## config.mk

```make
export PLATFORM = sky130hd
export DESIGN_NAME = motor_ramp_sequencer
export DESIGN_NICKNAME = d
export VERILOG_FILES = /design/src/rtl/motor_ramp_sequencer_pkg.sv /design/src/rtl/motor_ramp_channel.sv /design/src/rtl/motor_ramp_sequencer.sv
export SDC_FILE = /design/constraint.sdc
export NUM_CORES = 1
export LEC_CHECK = 0
export BUFFER_PORTS_ARGS = -buffer_cell sky130_fd_sc_hd__buf_4
export CAP_MARGIN = 15
export CORE_ASPECT_RATIO = 0.6
export CORE_MARGIN = 2
export CORE_UTILIZATION = 45
export CTS_CLUSTER_DIAMETER = 120
export DETAILED_ROUTE_END_ITERATION = 10
export GPL_TIMING_DRIVEN = 0
export SYNTH_ARGS = -nofsm -noshare
export SYNTH_HDL_FRONTEND = slang
export SYNTH_SLANG_ARGS = --single-unit
export TNS_END_PERCENT = 20
```

## constraint.sdc

```tcl
create_clock -name clk -period 15.9 [get_ports clk]
set_input_delay 2.385 -clock clk [delete_from_list [all_inputs] [get_ports clk]]
set_output_delay 2.385 -clock clk [all_outputs]
set_load 0.02 [all_outputs]
```

## src/rtl/motor_ramp_sequencer_pkg.sv

```systemverilog
// Shared definitions for the motor ramp sequencer: duty width, duty ceiling,
// channel state encoding and the per-channel target payload.
package motor_ramp_sequencer_pkg;

  localparam int unsigned DUTY_CYCLE_SIZE = 10;

  // Highest allowed duty is a fixed fraction of full scale (15/16 -> 960 of 1024).
  localparam int unsigned MAX_DUTY_CYCLE_FRAC_NUM = 15;
  localparam int unsigned MAX_DUTY_CYCLE_FRAC_DEN = 16;
  localparam int unsigned MAX_DC =
    ((32'd1 << DUTY_CYCLE_SIZE) * MAX_DUTY_CYCLE_FRAC_NUM) / MAX_DUTY_CYCLE_FRAC_DEN;

  typedef logic [DUTY_CYCLE_SIZE-1:0] duty_t;

  typedef enum logic [1:0] {
    ST_IDLE   = 2'd0,
    ST_RUN    = 2'd1,
    ST_DECEL  = 2'd2,
    ST_SWITCH = 2'd3
  } chan_state_e;

  typedef struct packed {
    logic  dir;
    logic  on;
    duty_t duty;
  } chan_target_t;

  // Build a stored target: off forces duty 0, on clamps duty to MAX_DC.
  function automatic chan_target_t make_target(logic dir, logic on, duty_t duty);
    chan_target_t t;
    t.dir = dir;
    t.on  = on;
    if (!on) begin
      t.duty = '0;
    end else if (duty > duty_t'(MAX_DC)) begin
      t.duty = duty_t'(MAX_DC);
    end else begin
      t.duty = duty;
    end
    return t;
  endfunction

endpackage

```

## src/rtl/motor_ramp_channel.sv

```systemverilog
// One H-bridge channel: stores its target and ramps duty toward it, decelerating
// to zero and holding off for SWITCH_HOLD ticks before any direction change.
// Ports:
//   clk, reset        - clock, synchronous active-high reset
//   tick              - shared ramp tick, one cycle wide
//   load, load_target - write a new (already clamped) target
//   force_off         - watchdog expiry, sets the target to off/0
//   dir, on, duty     - registered drive to the H-bridge controller
//   busy              - channel is neither IDLE nor settled in RUN
module motor_ramp_channel
  import motor_ramp_sequencer_pkg::*;
#(
  parameter int unsigned RAMP_STEP   = 8,
  parameter int unsigned SWITCH_HOLD = 4
) (
  input  logic         clk,
  input  logic         reset,
  input  logic         tick,
  input  logic         load,
  input  chan_target_t load_target,
  input  logic         force_off,
  output logic         dir,
  output logic         on,
  output duty_t        duty,
  output logic         busy
);

  localparam int unsigned HOLD_W = (SWITCH_HOLD > 1) ? $clog2(SWITCH_HOLD) : 1;
  localparam duty_t STEP = duty_t'(RAMP_STEP);
  localparam logic [HOLD_W-1:0] HOLD_LAST = HOLD_W'(SWITCH_HOLD - 1);

  chan_state_e       state_q, state_d;
  chan_state_e       decel_to;
  chan_target_t      tgt_q, tgt_d;
  logic [HOLD_W-1:0] hold_q, hold_d;
  logic              dir_d, on_d, busy_d;
  duty_t             duty_d, duty_dn, gap;

  // Target update; watchdog expiry never coincides with an accepted command.
  always_comb begin
    tgt_d = tgt_q;
    if (force_off) begin
      tgt_d = '0;
    end else if (load) begin
      tgt_d = load_target;
    end
  end

  // Next state, ramp and drive outputs; all movement happens on ticks.
  always_comb begin
    state_d = state_q;
    hold_d  = hold_q;
    dir_d   = dir;
    duty_d  = duty;
    gap     = '0;
    duty_dn = (duty > STEP) ? duty - STEP : '0;

    // Where a decelerating channel lands once this tick's step is applied.
    if (duty_dn != '0) begin
      decel_to = ST_DECEL;
    end else if (!tgt_q.on) begin
      decel_to = ST_IDLE;
    end else if (tgt_q.dir != dir) begin
      decel_to = ST_SWITCH;
    end else begin
      decel_to = ST_RUN;
    end

    if (tick) begin
      unique case (state_q)
        ST_IDLE: begin
          if (tgt_q.on) begin
            state_d = ST_SWITCH;
            hold_d  = '0;
          end
        end
        ST_SWITCH: begin
          if (!tgt_q.on) begin
            state_d = ST_IDLE;
          end else if (hold_q == HOLD_LAST) begin
            state_d = ST_RUN;
            dir_d   = tgt_q.dir;
          end else begin
            hold_d = hold_q + HOLD_W'(1);
          end
        end
        ST_RUN: begin
          if (!tgt_q.on || (tgt_q.dir != dir)) begin
            // The leaving tick already takes the first deceleration step.
            state_d = decel_to;
            duty_d  = duty_dn;
            hold_d  = '0;
          end else if (duty < tgt_q.duty) begin
            gap    = tgt_q.duty - duty;
            duty_d = duty + ((gap > STEP) ? STEP : gap);
          end else if (duty > tgt_q.duty) begin
            gap    = duty - tgt_q.duty;
            duty_d = duty - ((gap > STEP) ? STEP : gap);
          end
        end
        ST_DECEL: begin
          state_d = decel_to;
          duty_d  = duty_dn;
          hold_d  = '0;
          if (decel_to == ST_RUN) begin
            dir_d = tgt_q.dir;
          end
        end
      endcase
    end

    on_d   = (state_d == ST_RUN) || (state_d == ST_DECEL);
    busy_d = !((state_d == ST_IDLE) ||
               ((state_d == ST_RUN) && tgt_d.on && (tgt_d.dir == dir_d) &&
                (duty_d == tgt_d.duty)));
  end

  // State and output registers.
  always_ff @(posedge clk) begin
    if (reset) begin
      state_q <= ST_IDLE;
      tgt_q   <= '0;
      hold_q  <= '0;
      dir     <= 1'b0;
      on      <= 1'b0;
      duty    <= '0;
      busy    <= 1'b0;
    end else begin
      state_q <= state_d;
      tgt_q   <= tgt_d;
      hold_q  <= hold_d;
      dir     <= dir_d;
      on      <= on_d;
      duty    <= duty_d;
      busy    <= busy_d;
    end
  end

endmodule

```

## src/rtl/motor_ramp_sequencer.sv

```systemverilog
// Multi-channel motor ramp sequencer: command decode, shared ramp prescaler and
// command watchdog, feeding NUM_MOTORS motor_ramp_channel instances.
// Ports:
//   clk, reset                       - clock, synchronous active-high reset
//   cmd_valid/cmd_ready              - command handshake
//   cmd_motor, cmd_dir, cmd_on,
//   cmd_duty                         - command payload
//   cmd_err                          - one-cycle pulse for an out-of-range channel
//   dir, on, duty_cycle              - per-channel drive (channel i at [i*DCS +: DCS])
//   busy                             - per-channel not IDLE and not settled RUN
//   wd_tripped                       - sticky watchdog flag
module motor_ramp_sequencer
  import motor_ramp_sequencer_pkg::*;
#(
  parameter int unsigned NUM_MOTORS  = 4,
  parameter int unsigned RAMP_DIV    = 50000,
  parameter int unsigned RAMP_STEP   = 8,
  parameter int unsigned SWITCH_HOLD = 4,
  parameter int unsigned WD_CYCLES   = 50000000
) (
  input  logic                                  clk,
  input  logic                                  reset,
  input  logic                                  cmd_valid,
  output logic                                  cmd_ready,
  input  logic [$clog2(NUM_MOTORS + 1)-1:0]     cmd_motor,
  input  logic                                  cmd_dir,
  input  logic                                  cmd_on,
  input  logic [DUTY_CYCLE_SIZE-1:0]            cmd_duty,
  output logic                                  cmd_err,
  output logic [NUM_MOTORS-1:0]                 dir,
  output logic [NUM_MOTORS-1:0]                 on,
  output logic [NUM_MOTORS*DUTY_CYCLE_SIZE-1:0] duty_cycle,
  output logic [NUM_MOTORS-1:0]                 busy,
  output logic                                  wd_tripped
);

  // Channel index is one bit wider than strictly needed so out-of-range
  // indices such as NUM_MOTORS itself can be expressed and rejected.
  localparam int unsigned MOTOR_W = $clog2(NUM_MOTORS + 1);
  localparam int unsigned DIV_W   = (RAMP_DIV > 1) ? $clog2(RAMP_DIV) : 1;
  localparam int unsigned WD_W    = (WD_CYCLES > 1) ? $clog2(WD_CYCLES) : 1;
  localparam logic [DIV_W-1:0] DIV_LAST = DIV_W'(RAMP_DIV - 1);
  localparam logic [WD_W-1:0]  WD_LAST  = WD_W'(WD_CYCLES - 1);

  logic             rst_q;
  logic [DIV_W-1:0] presc;
  logic             tick;
  logic [WD_W-1:0]  wd_cnt;
  logic             accept_c;
  logic             idx_ok_c;
  logic             wd_expire_c;
  chan_target_t     target_c;

  // Command decode; an accept in the expiry cycle suppresses the trip.
  always_comb begin
    accept_c    = cmd_valid && cmd_ready;
    idx_ok_c    = cmd_motor < MOTOR_W'(NUM_MOTORS);
    wd_expire_c = !accept_c && !wd_tripped && (wd_cnt == WD_LAST);
    target_c    = make_target(cmd_dir, cmd_on, duty_t'(cmd_duty));
  end

  // Ready stays low through reset and for one cycle after it.
  always_ff @(posedge clk) begin
    if (reset) begin
      rst_q     <= 1'b1;
      cmd_ready <= 1'b0;
    end else begin
      rst_q     <= 1'b0;
      cmd_ready <= !rst_q;
    end
  end

  // Ramp prescaler: one registered tick per wrap, shared by all channels.
  always_ff @(posedge clk) begin
    if (reset) begin
      presc <= '0;
      tick  <= 1'b0;
    end else if (presc == DIV_LAST) begin
      presc <= '0;
      tick  <= 1'b1;
    end else begin
      presc <= presc + DIV_W'(1);
      tick  <= 1'b0;
    end
  end

  // Watchdog: any accepted command restarts it; counter parks once tripped.
  always_ff @(posedge clk) begin
    if (reset) begin
      wd_cnt     <= '0;
      wd_tripped <= 1'b0;
    end else if (accept_c) begin
      wd_cnt     <= '0;
      wd_tripped <= 1'b0;
    end else if (wd_expire_c) begin
      wd_tripped <= 1'b1;
    end else if (wd_cnt != WD_LAST) begin
      wd_cnt <= wd_cnt + WD_W'(1);
    end
  end

  // Out-of-range channel pulse.
  always_ff @(posedge clk) begin
    if (reset) begin
      cmd_err <= 1'b0;
    end else begin
      cmd_err <= accept_c && !idx_ok_c;
    end
  end

  for (genvar i = 0; i < NUM_MOTORS; i++) begin : g_chan
    logic load_c;

    assign load_c = accept_c && idx_ok_c && (cmd_motor == MOTOR_W'(i));

    motor_ramp_channel #(
      .RAMP_STEP   (RAMP_STEP),
      .SWITCH_HOLD (SWITCH_HOLD)
    ) u_chan (
      .clk         (clk),
      .reset       (reset),
      .tick        (tick),
      .load        (load_c),
      .load_target (target_c),
      .force_off   (wd_expire_c),
      .dir         (dir[i]),
      .on          (on[i]),
      .duty        (duty_cycle[i*DUTY_CYCLE_SIZE +: DUTY_CYCLE_SIZE]),
      .busy        (busy[i])
    );
  end

endmodule
```

==> results.md <==
* # Max-Cap Violations at 0
* Clk sink count at 163
* Setup Crit Path Kind: reg -> reg
* Initial antenna violation count at 1
* Number of port buffers at 72
* Pins over their slew limit at 0
* Worst ir drop on vdd at 0.05241 mV
* Die Area at 0.04291 mm²
* Worst skew pair latency at 0.46 ns
* Worst r2r dst: g_chan[2].u_chan.busy$_SDFF_PP0_
* Clock root buffer: clkbuf_16
* Crit-path slowest cell: o311ai_0
* Routed vias at 20100
* Prevailing post-synth register cell: dfxtp_1
* CTS tree: done
* YS warnings at 0
* Drt drc at 0
* Cell count after synthesis at 2578
* Status: complete, no violations
* TritonCTS Buffers at 17
* Crit-path cells: inv_1, ha_1, buf_2, and3_1, nand2_1, a21oi_1, or3_1, a21o_1, or4_4, or2_2, fa_1, nor2b_1, o21bai_1, a21oi_1, o21ai_0, nand2b_1, xnor2_1, o311ai_0, xnor2_1, o2111a_1, nand4_1, a2111oi_0, o2111a_1, nor3_2
* Post-layout instance area at 0.02052 mm²
* Total Wirelength at 68100 µm
* Final hold violation count at 0
* # hold bufs at CTS at 0
* Sequential area share after synthesis at 17.59%
* RSZ-0062 raised after global routing: no
* Layout Area Growth over Synthesis at 10.64%
* Synthesis-stage register bit count at 163
* Post_cts resized at 0
* Setup_tns at 0 ns
* Worst slew pin tran at 1.078 ns
* Min-Delay Startpoint: rst_q$_DFF_P_
* Crit Path Max Fanout at 11
* Cell Area, Placed at 0.01992 mm²
* GRT Residual Overflow at 0
* Worst reg2reg path depth at 24
* Critical path endpoint category: flip-flop
* Required time worst endpoint at 16.23 ns
* PnR worst setup slack at 8.533 ns
* Maximum clock rate at 0.1357 GHz
* Setup violations, final at 0
* DP Wirelength at 54060 µm
* Ys async rst share at 0%
* Crit path time final at 7.367 ns
* Detailed Route Iter0 Violations at 2398
* First-pass iteration count of the detailed router at 6
* Final period util at 46.33%
* Layout cells sized above 1 at 7.670%
* Clock buffer depth at 2
* Site row count at 57
* Global placer's final weighted congestion at 0.9715
* Setup Fix Bufs, Post-CTS at 0
* Final Skew at 0.01757 ns
* Worst path arrival time at 7.70 ns
* Syn Area/Cell at 7.195 µm²
* Pwr dens at 47.46 mW/mm²
* GRT Total Usage at 31.23%
* Final total power at 0.9741 mW
* H-tree levels at 4
* R2R Setup Slk at 8.53 ns
* Max incr delay on CP at 0.81 ns
* Core area at 0.04058 mm²
* Wire length per cell at 20.91 µm
* Initial Util at 45.71%
* Largest net degree at the start of global routing at 17
* Reg-to-reg startpoint: g_chan[2].u_chan.duty[7]$_SDFF_PP0_
* Die Wd at 266.1 µm
* Placed Cells at 3223
* Top-Level Pins at 73
* Synth cell types at 111
* Drt via density at 6.172
* Vias in the first global route at 18000
* Post-route insts no fill at 3257
* Critical path startpoint category: flip-flop
* Hold Path Depth at 1
* Hold Crit Class: reg -> reg
* Clk pin slew, worst setup/hold paths at 0.08 ns
* Synthesized area at 0.01855 mm²
* Dpl ws at 8.846 ns
* Crit. Startpoint: g_chan[2].u_chan.duty[7]$_SDFF_PP0_
* Slew margin rel. at 28.15%
* Pleak at 8.459 nW
* EDFF count, synth at 0
* First-pass GRT wire length at 105300 µm
* Die Height at 161.3 µm
* DRT antenna net count at 0
* Worst Hold End: cmd_ready$_SDFF_PP0_
* Final net count at 2928
[cell usage after synthesis (all sizes together) (12+ instances only)]
cell type | instances | area (µm²)
o22ai | 16 | 100.1
clkbuf | 74 | 277.8
xor2 | 55 | 481.7
nand3 | 77 | 390.4
a31oi | 24 | 150.1
and3 | 33 | 211.5
ha | 182 | 2277
nor4 | 29 | 209.0
o211ai | 31 | 232.7
a21o | 42 | 315.3
o31a | 12 | 113.9
xnor2 | 68 | 595.6
o31ai | 20 | 173.9
buf | 43 | 264.0
and2 | 16 | 102.6
nor2 | 335 | 1257
mux2i | 50 | 500.5
o21ai | 202 | 1026
or4 | 12 | 101.3
o21a | 37 | 277.8
inv | 148 | 555.5
or2 | 19 | 118.9
nand4 | 36 | 225.2
or3 | 29 | 181.4
nand3b | 14 | 105.1
nor3 | 103 | 525.5
a211oi | 30 | 230.2
nand2 | 195 | 732.0
fa | 16 | 320.3
nand2b | 40 | 252.7
nor2b | 46 | 295.3
a21oi | 202 | 1034
dfxtp | 163 | 3263
[layout by cell type (no fill, tap or decap), drive strengths merged, types with 11 or more instances in the layout]
cell and count:
clkbuf 92, a21o 42, xor2 55, mux2i 50, nor3b 11, conb 44
or3 29, xnor2 68, nor3 103, dfxtp 163, nand2b 40, o31a 12
nand3b 14, or2 19, or4 12, buf 116, nor2 335, and3 33
a311oi 11, nand3 77, nor4 29, nand2 195, o22ai 16, fa 16
inv 154, and2 16, o211ai 31, a211oi 30, o21a 37, a21oi 202
nand4 36, nor2b 46, nor4b 11, o21ai 202, ha 182, o31ai 20
a31oi 24
[flip-flops by register name (all words and copies together), names as in the netlist]
signal,cells
g_chan.u_chan.hold_q,8
g_chan.u_chan.busy,4
cmd_err,1
presc,16
wd_tripped,1
g_chan.u_chan.state_q,8
cmd_ready,1
g_chan.u_chan.duty,40
rst_q,1
wd_cnt,26
g_chan.u_chan.on,4
tick,1
g_chan.u_chan.tgt_q,48
g_chan.u_chan.dir,4
[cell families after synthesis]
| group | count (synthesis) | synth area share, % |
|---|---|---|
| adder cells (fa/ha/maj) | 198 | 14.00 |
| other | 2 | 0.04049 |
| AO/OA/AOI/OAI | 743 | 26.08 |
| flip-flops | 163 | 17.59 |
| buffers and inverters | 265 | 5.916 |
| AND/OR/NAND/NOR | 1026 | 27.38 |
| multiplexers | 58 | 3.184 |
| XOR/XNOR | 123 | 5.808 |
[layout make-up]
type	instances	area, µm²
clock buffer	18	429.2
buffer	117	541.8
fill	4086	20060
multi-input combinational	2192	14350
antenna	1	2.502
sequential	163	3263
timing repair buffer	73	545.5
clock inverter	14	168.9
tap	531	664.4
inverter	148	555.5
[layer usage]
layer	global-route usage [%]	wire, µm
met5	0	0
met3	7.745	7579
met4	7.457	1218
met2	40.66	25260
met1	49.57	34040
[per-stage QoR]
stage,hold slack [ns],utilization [%]
2_1_floorplan,0.3682,-
3_3_place_gp,0.3788,49.07
3_5_place_dp,0.3832,49.08
4_1_cts,0.3929,50.56
5_1_grt,0.4193,50.58
6_report,0.3926,50.58
[worst max-delay path, delay by kind of cell (launching register included)]
kind / cells / cell delay, ns
flops: 1 / 0.74
fa+ha+maj: 2 / 0.79
simple gates: 9 / 2.08
buf+inv: 2 / 0.49
xor+xnor: 2 / 0.26
compound gates: 9 / 2.87
[power by group]
| part | total [mW] | switching (mW) | leakage (nW) | internal (mW) |
|---|---|---|---|---|
| combinational | 0.120 | 0.0773 | 6.86 | 0.0425 |
| sequential | 0.412 | 0.00238 | 1.31 | 0.410 |
| clock | 0.442 | 0.205 | 0.289 | 0.237 |
| total | 0.974 | 0.284 | 8.46 | 0.690 |
[how the worst max path moves through the flow]
stage	to	slack [ns]
floorplan	g_chan[2].u_chan.busy$_SDFF_PP0_	10.28
global placement	g_chan[2].u_chan.busy$_SDFF_PP0_	8.75
detailed placement	g_chan[2].u_chan.busy$_SDFF_PP0_	8.85
CTS	g_chan[2].u_chan.busy$_SDFF_PP0_	8.82
global route	g_chan[2].u_chan.busy$_SDFF_PP0_	8.22
finish	g_chan[2].u_chan.busy$_SDFF_PP0_	8.53
Note: power is estimated with default switching activity, not from simulation.
